===== src/rtl/ready_valid_receiver_pkg.sv =====
`default_nettype none
// ============================================================================
// Module      : ready_valid_receiver_pkg
// Description : Shared state encoding and default widths for the burst receiver.
// Revision    : 1.0 - initial release
// ============================================================================
package ready_valid_receiver_pkg;

    localparam int RV_DATA_W = 32;

    typedef enum logic [1:0] {
        RX_IDLE = 2'd0,
        RX_RECV = 2'd1,
        RX_DONE = 2'd2
    } rv_rx_state_t;

endpackage : ready_valid_receiver_pkg
`default_nettype wire


===== src/rtl/ready_valid_receiver_if.sv =====
`default_nettype none
// ============================================================================
// Module      : ready_valid_receiver_if
// Description : Ready/valid beat channel between a burst producer and receiver.
// Revision    : 1.0 - initial release
// ============================================================================
interface ready_valid_receiver_if
    import ready_valid_receiver_pkg::*;
#(
    parameter int DATA_W = RV_DATA_W
) ();

    logic              s_valid;
    logic [DATA_W-1:0] s_data;
    logic              s_ready;

    modport master (
        output s_valid,
        output s_data,
        input  s_ready
    );

    modport slave (
        input  s_valid,
        input  s_data,
        output s_ready
    );

endinterface : ready_valid_receiver_if
`default_nettype wire


===== src/rtl/ready_valid_receiver.sv =====
`default_nettype none
// ============================================================================
// Module      : ready_valid_receiver
// Description : Armed by go, accepts MAX_VAL+1 beats, tracks last beat and a
//               modular checksum, then pulses done for one cycle.
// Revision    : 1.0 - initial release
// ============================================================================
module ready_valid_receiver
    import ready_valid_receiver_pkg::*;
#(
    parameter int WIDTH   = 2,
    parameter int MAX_VAL = 3,
    parameter int DATA_W  = RV_DATA_W
) (
    input  wire logic              clk,
    input  wire logic              rst,
    input  wire logic              go,
    input  wire logic              stall,
    ready_valid_receiver_if.slave  s,
    output logic                   busy,
    output logic [WIDTH-1:0]       beat_cnt,
    output logic [DATA_W-1:0]      last_data,
    output logic [DATA_W-1:0]      checksum,
    output logic                   done
);

    localparam logic [WIDTH-1:0] c_LAST_BEAT = WIDTH'(MAX_VAL);

    if (MAX_VAL >= (1 << WIDTH)) begin : g_param_check
        $error("ready_valid_receiver: MAX_VAL must be below 2**WIDTH");
    end

    rv_rx_state_t      r_state;
    rv_rx_state_t      w_next_state;
    logic [WIDTH-1:0]  r_beat_cnt;
    logic [DATA_W-1:0] r_last_data;
    logic [DATA_W-1:0] r_checksum;
    logic              w_ready;
    logic              w_accept;
    logic              w_final_beat;

    // Ready depends only on registered state and local stall, never on s_valid.
    assign w_ready      = (r_state == RX_RECV) && !stall;
    assign w_accept     = s.s_valid && w_ready;
    assign w_final_beat = (r_beat_cnt == c_LAST_BEAT);

    always_ff @(posedge clk) begin
        if (rst) begin
            r_state <= RX_IDLE;
        end else begin
            r_state <= w_next_state;
        end
    end

    always_comb begin
        w_next_state = r_state;
        case (r_state)
            RX_IDLE: begin
                if (go) begin
                    w_next_state = RX_RECV;
                end
            end
            RX_RECV: begin
                if (w_accept && w_final_beat) begin
                    w_next_state = RX_DONE;
                end
            end
            RX_DONE: begin
                w_next_state = RX_IDLE;
            end
            default: begin
                w_next_state = RX_IDLE;
            end
        endcase
    end

    // Counter saturates at the final beat so it reads MAX_VAL throughout DONE.
    always_ff @(posedge clk) begin
        if (rst) begin
            r_beat_cnt  <= '0;
            r_last_data <= '0;
            r_checksum  <= '0;
        end else begin
            case (r_state)
                RX_IDLE: begin
                    if (go) begin
                        r_beat_cnt <= '0;
                        r_checksum <= '0;
                    end
                end
                RX_RECV: begin
                    if (w_accept) begin
                        r_last_data <= s.s_data;
                        r_checksum  <= r_checksum + s.s_data;
                        if (!w_final_beat) begin
                            r_beat_cnt <= r_beat_cnt + 1'b1;
                        end
                    end
                end
                default: begin
                    r_beat_cnt <= r_beat_cnt;
                end
            endcase
        end
    end

    assign s.s_ready = w_ready;
    assign busy      = (r_state != RX_IDLE);
    assign done      = (r_state == RX_DONE);
    assign beat_cnt  = r_beat_cnt;
    assign last_data = r_last_data;
    assign checksum  = r_checksum;

endmodule : ready_valid_receiver
`default_nettype wire


===== src/flat_wrapper.sv =====
// flat-port wrapper written by rule: the top's interface ports become plain ports
module ready_valid_receiver_flat import ready_valid_receiver_pkg::*;
#(
    parameter int WIDTH   = 2,
    parameter int MAX_VAL = 3,
    parameter int DATA_W  = RV_DATA_W
)
  (clk, rst, go, stall, busy, beat_cnt, last_data, checksum, done, s_s_valid, s_s_data, s_s_ready);
  ready_valid_receiver_if #(.DATA_W(DATA_W)) s_i ();
  input  wire logic clk;
  input  wire logic rst;
  input  wire logic go;
  input  wire logic stall;
  output logic busy;
  output logic [WIDTH-1:0] beat_cnt;
  output logic [DATA_W-1:0] last_data;
  output logic [DATA_W-1:0] checksum;
  output logic done;
  input wire logic [$bits(s_i.s_valid)-1:0] s_s_valid;
  input wire logic [$bits(s_i.s_data)-1:0] s_s_data;
  output wire logic [$bits(s_i.s_ready)-1:0] s_s_ready;
  assign s_i.s_valid = s_s_valid;
  assign s_i.s_data = s_s_data;
  assign s_s_ready = s_i.s_ready;
  ready_valid_receiver #(.WIDTH(WIDTH), .MAX_VAL(MAX_VAL), .DATA_W(DATA_W)) u_core (.clk(clk), .rst(rst), .go(go), .stall(stall), .s(s_i), .busy(busy), .beat_cnt(beat_cnt), .last_data(last_data), .checksum(checksum), .done(done));
endmodule

===== config.mk =====
export PLATFORM = sky130hd
export DESIGN_NAME = ready_valid_receiver_flat
export DESIGN_NICKNAME = d
export VERILOG_FILES = /design/src/rtl/ready_valid_receiver_pkg.sv /design/src/rtl/ready_valid_receiver_if.sv /design/src/rtl/ready_valid_receiver.sv /design/src/flat_wrapper.sv
export SDC_FILE = /design/constraint.sdc
export NUM_CORES = 1
export LEC_CHECK = 0
export BUFFER_PORTS_ARGS = -buffer_cell sky130_fd_sc_hd__buf_2
export CAP_MARGIN = 20
export CORE_MARGIN = 4
export CORE_UTILIZATION = 45
export CTS_CLUSTER_SIZE = 14
export DETAILED_ROUTE_END_ITERATION = 8
export GPL_TIMING_DRIVEN = 0
export MAX_ROUTING_LAYER = met4
export PLACE_DENSITY = 0.7
export SLEW_MARGIN = 40
export SYNTH_ARGS = -nofsm -noshare
export SYNTH_HDL_FRONTEND = slang
export SYNTH_SLANG_ARGS = --single-unit

===== constraint.sdc =====
create_clock -name clk -period 3.7 [get_ports clk]
set_input_delay 0.74 -clock clk [delete_from_list [all_inputs] [get_ports clk]]
set_output_delay 0.74 -clock clk [all_outputs]
set_load 0.01 [all_outputs]

==> results.tsv, run 1 <==
metric	value	unit
row_count	34	
cts_hold_buf	0	
cts_buffer_depth	2	
hpwlAfterDp	8621	um
synthCells	517	
worst-r2r-setup-slack	0.79	ns
cts_max_level	3	
postCtsSetupBuffers	0	
clock.fmax	330.2	MHz
synth_area	0.003996	sq mm
io_pins	106	
p_seq_frac	0.424	
die_x	102.2	um
gr-total-overflow	0	
final_common_cell	buf_2	
grt_usage	0.2222	
setup-tns-final	0	ns
outcome	complete, no violations	
pwr-share-clk	0.433	
final_max_slew_viol_count	0	
cts_made_buffers	9	
register_area	0.001361	sq mm
p_per_area	366.3	mW/mm^2
crit_top_cell	o21ai_0	
synth_area_leaders	dfxtp_1 34%, ha_1 10%, nand2_1 9.9%, a21oi_1 9.8%, nand3_1 3.6%	
fp.coreArea	0.008678	sq mm
rsz0062_at_grt	false	
cp.required	3.94	ns
fp.dieH	102.2	um
drtPass1Iterations	4	
antenna_found_initial	0	
hp-class	flip-flop to flip-flop	
path_cells	buf_2, ha_1, inv_1, fa_1, nor2b_1, o21ai_0, a211oi_1, a211oi_2, o31ai_1, a31oi_2, o21ai_0, and2_1, o211ai_1	
yosysUniqueCellTypes	54	
timing.slew.headroom	0.5220	
placed_area	0.004657	sq mm
clock-root-buffer	clkbuf_8	
max_cap_violations	0	
synth_area_per_cell	7.730	sq um
viasPerCell	5.480	
drcViolationCount	0	
cts.reportedPaths.clkPinSlew	0.08	ns
routed_wl	11240	um
multi_input_area	0.002484	sq mm
start_kind	primary input	
fillCellCount	858	
endpoint_kind	flip-flop	
worstPathArrival	3.26	ns
yosys.area.top_type	dfxtp_1	
die-area	0.01045	sq mm
cts_tree	done	
cts.sinks	68	
synth-simple-area-share	0.2367	
critPathKind	primary input to flip-flop	
crit_buf_inv	2	
cpPeakStageDelay	0.41	ns
layout-drive-gt1-share	0.2132	
pre_cts_ws	0.3210	ns
start_util	0.4605	
swShare	0.2685	
grt_pass1_vias	3841	
synth_fa_ha_area_frac	0.1052	
hp-start	u_core.last_data[3]	
setup_violations	0	
skew	0.01617	ns
cts_resized	0	
final-hold-violation-count	0	
holdWs	0.4539	ns
ir_worst_vdd	0.2140	mV
ys_ff_latch	68	
worst_slew_pin_slew	0.7143	ns
antenna_cells	0	
crit_path_start	s_s_data[0]	
grt_max_degree	13	
timing.rr.start	u_core.checksum[0]	
leakage	2.224	nW
area_growth_syn_to_layout	22.76	%
synth_compound_area_frac	0.2289	
synth-main-ff-cell	dfxtp_1	
synth_top_family_by_area	simple AND/OR/NAND/NOR gates	
yosysTopAreaCellShare	0.3406	
p_switching	0.4825	mW
fin_ws	0.6718	ns
fin_area	0.004906	sq mm
grt_pass1_wl	18000	um
p_int	1.315	mW
syn_nets	587	
via_count	4088	
critical-path-top-delay-family	compound AO/OA/AOI/OAI gates	
synth-seq-area-share	0.3406	
synthArstFlopShare	0	
period_share	0.8184	
nNetsFinal	703	
synth_edf_count	0	
routedWlPerCell	15.07	um
routabilityCongestion	0.9163	
synth_xor_area_frac	0.04822	
synth_mux_area_frac	0.002505	
ant_nets	0	
comb_power_share	0.143	
most-common-layout-cells	109 x buf_2, 105 x nand2_1, 78 x a21oi_1, 68 x dfxtp_1, 32 x ha_1	
port_buffers	105	
drt_iter0_markers	149	
yosys_warnings	0	
worst_skew_pair.late_latency	0.35	ns
crit_slowest_cell	fa_1	
crit_fanout	5	
period_minus_slack	3.028	ns
-- synth_stat cells (2+ instances only) --
cell,n
a211oi_1,3
a21boi_0,2
a21o_1,11
a21oi_1,78
a22oi_1,2
a31oi_1,4
and2_1,8
and3_1,4
and3_4,2
buf_2,4
clkbuf_1,21
dfxtp_1,68
ha_1,32
inv_1,14
nand2_1,105
nand2b_1,3
nand3_1,29
nand4_1,3
nor2_1,20
nor2b_1,4
nor3_1,6
nor3b_1,2
o211ai_1,8
o21a_1,4
o21ai_0,23
o21ai_1,2
o21bai_1,2
o31ai_1,2
or3_1,6
xnor2_1,15
xor2_1,7
-- power groups by stage --
stage / Sequential, mW / Clock [mW] / Combinational, mW
floorplan: 0.787 / 0 / 0.158
detailed placement: 0.780 / 0 / 0.255
CTS: 0.762 / 0.788 / 0.257
finish: 0.762 / 0.778 / 0.257
global placement: 0.779 / 0 / 0.250
global route: 0.765 / 0.822 / 0.287
-- per-layer routing --
metal	global-route usage	routed length [um]	up-vias
met3	0.03003	642	16
met5	-	0	-
li1	-	-	2048
met4	0.07770	178	0
met2	0.3618	5334	129
met1	0.2833	5085	1895
-- worst register-to-register path: stages (launching register included) --
cell      delay (ns)
dfxtp_1         0.37
ha_1            0.18
inv_1           0.06
fa_1            0.41
nor2b_1         0.12
o21ai_0         0.11
a211oi_1        0.38
a211oi_2        0.14
o31ai_1         0.37
a31oi_2         0.18
o21ai_0         0.24
and2_1          0.16
o211ai_1        0.08
-- layout make-up --
class                      instances  area share
sequential                        68      0.2775
timing repair buffer             105      0.1071
buffer                            25     0.02015
tap                              108     0.02754
multi-input combinational        410      0.5062
inverter                          14     0.01071
clock inverter                     6     0.02270
clock buffer                      10     0.02805
-- metrics by stage --
| step | util | power, mW | cells |
|---|---|---|---|
| after floorplan | - | 0.9442 | 517 |
| after global placement | 0.5366 | 1.029 | 730 |
| after detailed placement | 0.5366 | 1.034 | 730 |
| after CTS | 0.5653 | 1.807 | 746 |
| after global routing | 0.5653 | 1.874 | 746 |
| final | 0.5653 | 1.797 | 746 |
-- worst paths after layout --
path                         endpoint  cells after the start
setup / recovery  u_core.checksum[30]                     13
hold / removal    u_core.last_data[3]                      2
hold reg to reg   u_core.last_data[3]                      2
setup reg to reg  u_core.checksum[30]                     12
-- flip-flops by register name (all words and copies together), names as in the netlist --
name,flops
u_core.checksum,32
u_core.last_data,32
u_core.beat_cnt,2
u_core.r_state,2
-- cells by family after synthesis --
logic type	count (synthesis)
simple gates	201
mux	1
compound gates	153
flops	68
xor+xnor	22
buf+inv	39
fa+ha+maj	33
Note: power is estimated with default switching activity, not from simulation.
==> run 2, diff against run 1 <==
- ABC_AREA: default -> 1
- PLACE_DENSITY: 0.7 -> 0.68
- clock period: 3.7 -> 3.1 ns (I/O delays scaled with it)
==> run 2 against run 1 <==
Non-clock buffer count shrank 7. Register-to-register slack better by 0.05 ns. First-iteration DRC count increased by 110%. Global-route usage up 1.3 points. Sequential share of layout area shrank 3.5 points. Cell count increased by 41%. Synthesized area is 18% higher. Combinational power rose by 60%. Cell area increased by 14%. Critical path type is now flip-flop to flip-flop.
==> results.tsv, run 2 <==
metric	value	unit	change
clock.fmax	441.7	MHz	
nNetsFinal	983		was 703
p_per_area	370.0	mW/mm^2	was 366.3 mW/mm^2
synth_edf_count	0		unchanged
wl_met1	6653	um	was 5085 um
ir_worst_vdd	0.1774	mV	was 0.2140 mV
clock-root-buffer	clkbuf_8		unchanged
routedWlPerCell	13.14	um	was 15.07 um
synth_area_per_cell	5.929	sq um	was 7.730 sq um
most-common-layout-cells	256 x nand2_1, 121 x inv_1, 113 x buf_2, 107 x nor2_1, 68 x dfxtp_1		was 109 x buf_2, 105 x nand2_1, 78 x a21oi_1, 68 x dfxtp_1, 32 x ha_1
synth_area_leaders	dfxtp_1 29%, nand2_1 20%, inv_1 9.6%, nor2_1 8.5%, ha_1 8.5%		was dfxtp_1 34%, ha_1 10%, nand2_1 9.9%, a21oi_1 9.8%, nand3_1 3.6%
layout-drive-gt1-share	0.1525		was 0.2132
dr_wl_met2	6202	um	was 5334 um
max_cap_violations	0		unchanged
ant_nets	0		unchanged
cts.sinks	68		unchanged
synthCells	797		was 517
register_area	0.001361	sq mm	unchanged
period_share	0.7303		
multi_input_area	0.002809	sq mm	was 0.002484 sq mm
io_pins	106		unchanged
worst_skew_pair.late_latency	0.36	ns	was 0.35 ns
cts.reportedPaths.clkPinSlew	0.08	ns	about the same
rsz0062_at_grt	false		unchanged
worstPathArrival	2.49	ns	was 3.26 ns
drtPass1Iterations	5		was 4
worst_slew_pin_slew	0.5673	ns	was 0.7143 ns
routed_wl	13850	um	was 11240 um
period_minus_slack	2.264	ns	
port_buffers	105		unchanged
cts_resized	0		unchanged
gr-total-overflow	0		unchanged
yosysMostFrequentCell	nand2_1		unchanged
leakage	3.159	nW	was 2.224 nW
synth-seq-area-share	0.2881		was 0.3406
grt_pass1_wl	23170	um	was 18000 um
grt_max_degree	13		unchanged
cts_tree	done		unchanged
cp.required	3.33	ns	was 3.94 ns
final_common_cell	nand2_1		was buf_2
cts_made_buffers	9		unchanged
min_path_cells	2		unchanged
synth_area	0.004726	sq mm	was 0.003996 sq mm
postCtsSetupBuffers	0		unchanged
reg2regPathDepth	13		was 12
fp.dieH	110.5	um	was 102.2 um
final_cells	1054		was 746
setup-tns-final	0	ns	unchanged
hp-class	flip-flop to flip-flop		unchanged
routabilityCongestion	0.9125		was 0.9163
grt_pass1_vias	4703		was 3841
yosys_warnings	0		unchanged
hpwlAfterDp	11130	um	was 8621 um
yosys-top-cells-count	256 x nand2_1, 121 x inv_1, 107 x nor2_1		was 105 x nand2_1, 78 x a21oi_1, 68 x dfxtp_1
area_growth_syn_to_layout	18.77	%	was 22.76%
skew	0.01085	ns	was 0.01617 ns
fp.coreArea	0.01028	sq mm	was 0.008678 sq mm
via_count	5097		was 4088
synthArstFlopShare	0		unchanged
synth-main-ff-cell	dfxtp_1		unchanged
timing.rr.start	u_core.checksum[0]		unchanged
yosysUniqueCellTypes	26		was 54
fillCellCount	1131		was 858
die_x	110.5	um	was 102.2 um
hp-start	u_core.last_data[6]		was u_core.last_data[3]
start_kind	flip-flop		was primary input
final_max_slew_viol_count	0		unchanged
viasPerCell	4.836		was 5.480
cts_hold_buf	0		unchanged
critPathKind	flip-flop to flip-flop		was primary input to flip-flop
endpoint_kind	flip-flop		unchanged
yosysTopAreaCellShare	0.2881		was 0.3406
setup_violations	0		unchanged
drt_iter0_markers	316		was 149
top_layer_used	met4		unchanged
crit_fanout	4		was 5
syn_nets	867		was 587
grt_usage	0.2355		was 0.2222
worst-r2r-setup-slack	0.84	ns	was 0.79 ns
hold_end	u_core.last_data[6]		was u_core.last_data[3]
antenna_cells	0		unchanged
drcViolationCount	0		unchanged
die-area	0.01220	sq mm	was 0.01045 sq mm
final-hold-violation-count	0		unchanged
cts_buffer_depth	2		unchanged
start_util	0.4598		was 0.4605
reg2reg_to	u_core.checksum[30]		unchanged
place_inst	1038		was 730
outcome	complete, no violations		unchanged
row_count	37		was 34
cts_max_level	3		unchanged
timing.slew.headroom	0.6218		was 0.5220
yosys.area.top_type	dfxtp_1		unchanged
antenna_found_initial	0		unchanged
wl_met3	770	um	was 642 um
ys_ff_latch	68		unchanged
-- run 2: cell count changes after synthesis, moves of 10 or more --
cell	delta
o21ai_0	+25
inv_1	+107
nand2_1	+151
nand3_1	+20
a21o_1	-10
xnor2_1	-15
a21oi_1	-12
clkbuf_1	-12
nor2_1	+87
-- run 2: worst max-delay path: stages (launching register included) --
cell and delay (ns):
dfxtp_1 0.36, ha_1 0.24, inv_1 0.07, fa_1 0.40, inv_1 0.11, nand2_1 0.06
nand3_1 0.18, nand2_1 0.09, nand2_1 0.20, nand2_1 0.16, nand2_1 0.09, nand2_1 0.05
nand3_1 0.06, a21oi_1 0.06
-- run 2: report_power, final --
part	switching, mW	internal [mW]
combinational	0.266	0.146
sequential	0.0208	0.907
clock	0.371	0.367
-- run 2: logic make-up after synthesis --
family	count (synthesis)	synth area share
buffers and inverters	142	0.1176
adders and majority gates	33	0.08896
xor gates and xnor gates	2	0.003707
and+or+nand+nor	432	0.3704
DFF	68	0.2881
AOI/OAI and AO/OA	120	0.1313
-- run 2: worst max-delay path by stage --
stage	depth (start not counted)	slack, ns	to	start
finish	13	0.84	u_core.checksum[30]	u_core.checksum[0]
global route	13	0.69	u_core.checksum[30]	u_core.checksum[0]
CTS	13	0.90	u_core.checksum[28]	u_core.checksum[0]
detailed placement	14	0.54	u_core.checksum[28]	s_s_data[0]
global placement	14	0.55	u_core.checksum[28]	s_s_data[0]
floorplan	13	1.03	u_core.checksum[28]	s_s_data[0]
-- run 2: final cells by class --
type / count / share of cell area
Multi-Input combinational cell: 587 / 0.5004
Sequential cell: 68 / 0.2425
Buffer: 18 / 0.01516
Tap cell: 136 / 0.03032
Clock inverter: 7 / 0.01204
Timing Repair Buffer: 105 / 0.09362
Inverter: 124 / 0.08382
Clock buffer: 9 / 0.02207
-- run 2: per-layer routing --
layer  vias to the layer above  GRT usage
li1                       2722          -
met4                         0    0.07061
met5                         -          -
met1                      2217     0.3149
met3                        22    0.03890
met2                       136     0.3665
-- run 2: stage by stage --
step           hold WS [ns]    util  area, sq um  setup slack [ns]  power [mW]
5_1_grt              0.4929  0.5461         5613            0.6896       2.200
2_1_floorplan        0.5024       -         4726             1.026       1.216
6_report             0.4786  0.5461         5613            0.8362       2.077
3_5_place_dp         0.4676  0.5275         5421            0.5369       1.359
4_1_cts              0.4787  0.5461         5613            0.9047       2.095
3_3_place_gp         0.4568  0.5275         5421            0.5521       1.356
